==> src/rtl/escalonador_chamadas.sv <==
// -----------------------------------------------------------------------------
// escalonador_chamadas
// Scheduler for a four-floor elevator. It collects hall and cabin calls in a
// pending-request bitmap. It chooses the travel direction, holds the cabin
// while the door cycles, and gives the floor controller the next target floor.
//
// Ports
//   clock_in          single clock, rising-edge active
//   reset_n           synchronous active-low reset
//   andar_atual       floor currently occupied by the cabin (0..3)
//   andar_chamada     hall-call floor selector
//   confirma_chamada  debounced level; rising edge registers a hall call
//   andar_pessoa      cabin-call floor selector
//   confirma_pessoa   debounced level; rising edge registers a cabin call
//   porta_aberta      door fully open
//   andar_proximo     target floor for the floor controller
//   parar_elevador    1 = cabin must hold at andar_atual
//   subindo           1 = travelling up
//   pedidos           pending-request bitmap, bit n = floor n
//   ocioso            1 = idle with no pending requests
// -----------------------------------------------------------------------------
module escalonador_chamadas #(
  parameter int TIMEOUT_PORTA = 15
) (
  input  logic       clock_in,
  input  logic       reset_n,
  input  logic [1:0] andar_atual,
  input  logic [1:0] andar_chamada,
  input  logic       confirma_chamada,
  input  logic [1:0] andar_pessoa,
  input  logic       confirma_pessoa,
  input  logic       porta_aberta,
  output logic [1:0] andar_proximo,
  output logic       parar_elevador,
  output logic       subindo,
  output logic [3:0] pedidos,
  output logic       ocioso
);

  typedef enum logic [2:0] {
    OCIOSO, SUBINDO, DESCENDO, ESPERA_PORTA, PORTA_ABERTA
  } estado_t;

  estado_t    estado, estado_prox;
  logic       chamada_q, pessoa_q;
  logic [3:0] pedidos_prox;
  logic [3:0] contador, contador_prox;
  logic [3:0] bit_aqui;
  logic       aqui, acima, abaixo, expirou;
  logic [1:0] alvo_acima, alvo_abaixo;
  logic [1:0] andar_proximo_d;
  logic       parar_d, subindo_d, ocioso_d;

  // Reselection after the door cycle or a door timeout. The cabin keeps its
  // last direction while there is work that way. It then prefers going down.
  // A request at the current floor only wins when no other floor is pending.
  function automatic estado_t reselecao(input logic ultimo_sobe,
                                        input logic tem_acima,
                                        input logic tem_abaixo,
                                        input logic tem_aqui);
    if (ultimo_sobe && tem_acima) return SUBINDO;
    else if (tem_abaixo)          return DESCENDO;
    else if (tem_acima)           return SUBINDO;
    else if (tem_aqui)            return ESPERA_PORTA;
    else                          return OCIOSO;
  endfunction

  // Request position relative to the cabin, plus the nearest target each way.
  // NOTE: every signal written in an always_comb gets a default first, so no
  // path through the block leaves it unassigned and no latch is inferred.
  always_comb begin
    bit_aqui    = 4'b0001 << andar_atual;
    aqui        = |(pedidos & bit_aqui);
    acima       = |(pedidos & ~((bit_aqui << 1) - 4'd1));
    abaixo      = |(pedidos & (bit_aqui - 4'd1));
    alvo_acima  = andar_atual;
    alvo_abaixo = andar_atual;
    // Descending scan: the last hit is the lowest floor above the cabin.
    for (int i = 3; i >= 0; i--)
      if (pedidos[i] && i > int'(andar_atual)) alvo_acima = 2'(i);
    // Ascending scan: the last hit is the highest floor below the cabin.
    for (int i = 0; i <= 3; i++)
      if (pedidos[i] && i < int'(andar_atual)) alvo_abaixo = 2'(i);
    expirou = (estado == ESPERA_PORTA) && !porta_aberta &&
              (contador >= 4'(TIMEOUT_PORTA - 1));
  end

  // Next-state logic
  always_comb begin
    estado_prox = estado;
    case (estado)
      OCIOSO: begin
        if (aqui)        estado_prox = ESPERA_PORTA;
        else if (acima)  estado_prox = SUBINDO;
        else if (abaixo) estado_prox = DESCENDO;
      end
      SUBINDO, DESCENDO: begin
        if (aqui) estado_prox = ESPERA_PORTA;
      end
      ESPERA_PORTA: begin
        if (porta_aberta) estado_prox = PORTA_ABERTA;
        else if (expirou) estado_prox = reselecao(subindo, acima, abaixo, aqui);
      end
      PORTA_ABERTA: begin
        if (!porta_aberta) estado_prox = reselecao(subindo, acima, abaixo, aqui);
      end
      default: estado_prox = OCIOSO;
    endcase
  end

  // Request bitmap and door-wait counter
  always_comb begin
    pedidos_prox = pedidos;
    if (confirma_chamada && !chamada_q) pedidos_prox[andar_chamada] = 1'b1;
    if (confirma_pessoa  && !pessoa_q)  pedidos_prox[andar_pessoa]  = 1'b1;
    // While the door is open, the current floor is served and stays clear.
    if ((estado == ESPERA_PORTA || estado == PORTA_ABERTA) && porta_aberta)
      pedidos_prox[andar_atual] = 1'b0;

    contador_prox = contador;
    // A timeout that reselects back into ESPERA_PORTA counts as a new entry.
    if (estado_prox == ESPERA_PORTA && (estado != ESPERA_PORTA || expirou))
      contador_prox = 4'd0;
    else if (estado == ESPERA_PORTA && !porta_aberta &&
             contador != 4'(TIMEOUT_PORTA))
      contador_prox = contador + 4'd1;
  end

  // Output decode from the current state; registered below
  always_comb begin
    andar_proximo_d = andar_atual;
    parar_d         = 1'b1;
    subindo_d       = 1'b0;
    case (estado)
      SUBINDO: begin
        andar_proximo_d = alvo_acima;
        parar_d         = 1'b0;
        subindo_d       = 1'b1;
      end
      DESCENDO: begin
        andar_proximo_d = alvo_abaixo;
        parar_d         = 1'b0;
      end
      ESPERA_PORTA, PORTA_ABERTA: subindo_d = subindo;
      default: ;
    endcase
    ocioso_d = (estado == OCIOSO) && (pedidos == 4'b0000);
  end

  // State, request and output registers
  // NOTE: sequential state uses non-blocking assignments only, so every
  // register samples values from before the edge, whatever the statement order.
  always_ff @(posedge clock_in) begin
    if (!reset_n) begin
      estado         <= OCIOSO;
      pedidos        <= 4'b0000;
      contador       <= 4'd0;
      chamada_q      <= 1'b0;
      pessoa_q       <= 1'b0;
      andar_proximo  <= 2'd0;
      parar_elevador <= 1'b1;
      subindo        <= 1'b0;
      ocioso         <= 1'b1;
    end else begin
      estado         <= estado_prox;
      pedidos        <= pedidos_prox;
      contador       <= contador_prox;
      chamada_q      <= confirma_chamada;
      pessoa_q       <= confirma_pessoa;
      andar_proximo  <= andar_proximo_d;
      parar_elevador <= parar_d;
      subindo        <= subindo_d;
      ocioso         <= ocioso_d;
    end
  end

endmodule

==> config.mk <==
export PLATFORM = sky130hd
export DESIGN_NAME = escalonador_chamadas
export DESIGN_NICKNAME = d
export VERILOG_FILES = /design/src/rtl/escalonador_chamadas.sv
export SDC_FILE = /design/constraint.sdc
export NUM_CORES = 1
export LEC_CHECK = 0
export CELL_PAD_IN_SITES_DETAIL_PLACEMENT = 1
export CELL_PAD_IN_SITES_GLOBAL_PLACEMENT = 1
export CORE_UTILIZATION = 40
export CTS_BUF_LIST = sky130_fd_sc_hd__clkbuf_2
export CTS_CLUSTER_SIZE = 16
export DETAILED_ROUTE_END_ITERATION = 7
export GPL_ROUTABILITY_DRIVEN = 0
export PLACE_DENSITY = 0.91
export SYNTH_ARGS = -nofsm -noshare
export SYNTH_HDL_FRONTEND = slang
export SYNTH_SLANG_ARGS = --single-unit
==> constraint.sdc <==
create_clock -name clock_in -period 1.9 [get_ports clock_in]
set_clock_uncertainty 0.1 [all_clocks]
set_input_delay 0.38 -clock clock_in [delete_from_list [all_inputs] [get_ports clock_in]]
set_output_delay 0.38 -clock clock_in [all_outputs]
set_load 0.03 [all_outputs]
==> impl_metrics.csv <==
group,metric,value,unit
die,rows,19,
run_status,outcome,"finished, final reports clean",
clock_tree,clock-sinks,18,
clock_tree,cts_tree,"done",
routing,via_per_inst,5.97,
routing,wirelength,3560,um
placed_design,hpwl,2800,um
layout,final_area,1550,um^2
global_route,grt_pass1_wl,6020,um
clock_tree,clockBufferDepth,2,
global_route,grt_max_degree,14,
pwr,powerDensity,740,nW/um^2
clock_tree,cts_hold_buf,0,
routing,drc,0,
setup_path,path_max_fanout,2,
synth,synth_seq_cells,18,
layout,syn_to_final_growth,33.1,%
layout,nNetsFinal,193,
setup_path,crit_family,"buffers and inverters",
die,die_w,55.9,um
worst_hold_path,hold_class,"in2reg",
flow_run,max_cap_violations,0,
sta,worst_slew_pin_slew,0.515,ns
clock_tree,path_clk_slew,0.18,ns
routing,firstDrtPassIters,4,
routing,drtIter0Drc,45,
synth,yosys-top-cells-area,"dfxtp_1 31%, o21ai_0 4.3%, a31oi_1 3.8%, and2_1 3.8%, nand2_1 3.2%",
synth,synth_ff_type,"dfxtp_1",
global_route,grt-ovfl-total,0,
global_route,grt_pass1_vias,1362,
sta,relSlewSlack,65.6,%
setup_path,crit_path_start_kind,"flop",
pwr,p_total,1.14,mW
setup_path,critical_path.cell_chain,"clkdlybuf4s50_1",
sta,hold_violations,0,
clock_tree,cts_buffers,3,
synth,synth.largest_area_cell,"dfxtp_1",
die,die_h,55.9,um
sta,final.min_clock_period,1.83,ns
pwr,cellLeakagePower,0.650,nW
placed_design,portBuffers,19,
global_route,grt_antenna_before_repair,0,
die,core_area,2760,um^2
synth,synth_nets,157,
synth,yosysSeqAreaShare,31.0,%
sta,rsz0062_at_grt,"no",
sta,fin_crit_sh,96.3,%
routing,ant_nets,0,
synth,synth_commonest_cells,"18 x dfxtp_1, 10 x nand2_1, 10 x o21ai_0",
setup_path,critPathCaptureType,"output pin",
setup_path,cp.arrival,1.35,ns
synth,synthArstFlopShare,0,%
routing,wl_per_cell,16.9,um
synth,yosysMostFrequentCell,"dfxtp_1",
clock_tree,htreeDepth,1,
synth,ys_types,49,
sta,finalSetupViolCount,0,
placed_design,place_area,1480,um^2
synth,synth.avg_cell_area,8.06,um^2
pwr,peakVddDrop,0.399,mV
synth,synth-edff-count,0,
die,start_util,42.1,%
layout,drive_above_1_share,23.5,%
synth,yosysWarningCount,0,
synth,syn_area,1160,um^2
sta,final-max-slew-violation-count,0,
die,io_pins,20,
layout,post-route-util,56.0,%
routing,num_vias,1253,
clock_tree,cts_root_buf,"clkbuf_2",
setup_path,crit_buf_inv,1,
global_route,grt_usage,24.3,%
layout,antenna_cells,0,
synth,synth.top_cell.area_share,31.0,%
clock_tree,clk_latency,0.31,ns
die,die_area,3120,um^2
setup_path,path_class,"reg2out",
setup_path,cp.required,1.42,ns
synth,synth_cells,144,
setup_path,slowest_stage,"clkdlybuf4s50_1",
setup_path,cpPeakStageDelay,0.67,ns
sta,max_freq,546,MHz
[worst paths after layout]
check                 startpoint     endpoint  slack [ns]  cells after the start
setup reg to reg      pedidos[0]  contador[1]        0.11                      4
hold reg to reg      contador[1]  contador[1]        0.52                      2
hold / removal    andar_atual[1]   pedidos[2]        0.46                      3
setup / recovery         subindo      subindo        0.07                      1
[where the power goes]
part           total (mW)  switching [mW]  internal, mW
sequential          0.475          0.0518         0.423
combinational       0.499           0.265         0.234
clock               0.170           0.124        0.0457
total                1.14           0.441         0.702
[final cells by class]
class	count	area, um^2
multi-input cells	109	739
clock inverters	1	3.75
repair buffers	40	344
fillers	360	1210
clock buffers	3	15.0
flip-flops and latches	18	374
inverters	8	30.0
well taps	31	38.8
[what timing repair did]
item / 4_1_cts / 5_1_grt
gates resized for setup: 7 / 12
buffers inserted: 0 / 2
endpoints found under the setup margin: 9 / 5
pin swaps: 1 / 4
[placed cells by master, fill, tap and decap left out, types with 2 or more instances in the layout]
| master | instances |
|---|---|
| buf_4 | 21 |
| clkdlybuf4s50_1 | 13 |
| o21ai_0 | 10 |
| nand2_1 | 10 |
| dfxtp_1 | 9 |
| dfxtp_2 | 8 |
| inv_1 | 7 |
| nor2_1 | 7 |
| a31oi_1 | 7 |
| and2_1 | 7 |
| a21oi_1 | 6 |
| dlygate4sd2_1 | 5 |
| nor2b_1 | 4 |
| nor3_1 | 4 |
| nand3_1 | 4 |
| nor3b_1 | 3 |
| o21ai_1 | 3 |
| o22ai_1 | 3 |
| o31ai_1 | 3 |
| a21o_1 | 3 |
| clkbuf_2 | 3 |
| nand2b_1 | 2 |
| a211o_1 | 2 |
| o211ai_1 | 2 |
| nand4_1 | 2 |
[cell families (layout without fill, tap and decap cells)]
group | Yosys count | in the layout | synth area share (%)
compound gates | 54 | 54 | 32.8
simple gates | 49 | 49 | 23.0
flops | 18 | 18 | 31.0
buf+inv | 17 | 52 | 6.79
fa+ha+maj | 2 | 2 | 2.15
xor+xnor | 2 | 2 | 1.51
mux | 2 | 2 | 2.80
[layer usage]
| layer | vias up | wire, um | global-route usage [%] |
|---|---|---|---|
| met5 | - | 0 | 0 |
| met1 | 600 | 1480 | 27.9 |
| met3 | 6 | 140 | 3.95 |
| met2 | 43 | 1880 | 45.1 |
| li1 | 604 | - | - |
| met4 | 0 | 60 | 8.71 |
[metrics by stage]
stage	TNS, ns	setup WS, ns	cells	hold slack (ns)
after global routing	0	0.00260	210	0.458
after detailed placement	-2.93	-0.464	204	0.491
after CTS	0	0.0321	208	0.517
after global placement	-1.98	-0.302	204	0.487
after floorplan	0	0.0904	144	0.402
final	0	0.0698	210	0.465
[registers in the layout, summed over array words and instances (netlist names)]
name,cells
subindo,1
pessoa_q,1
andar_proximo,2
contador,4
parar_elevador,1
chamada_q,1
estado,3
ocioso,1
pedidos,4
(Power assumes the default switching activity.)
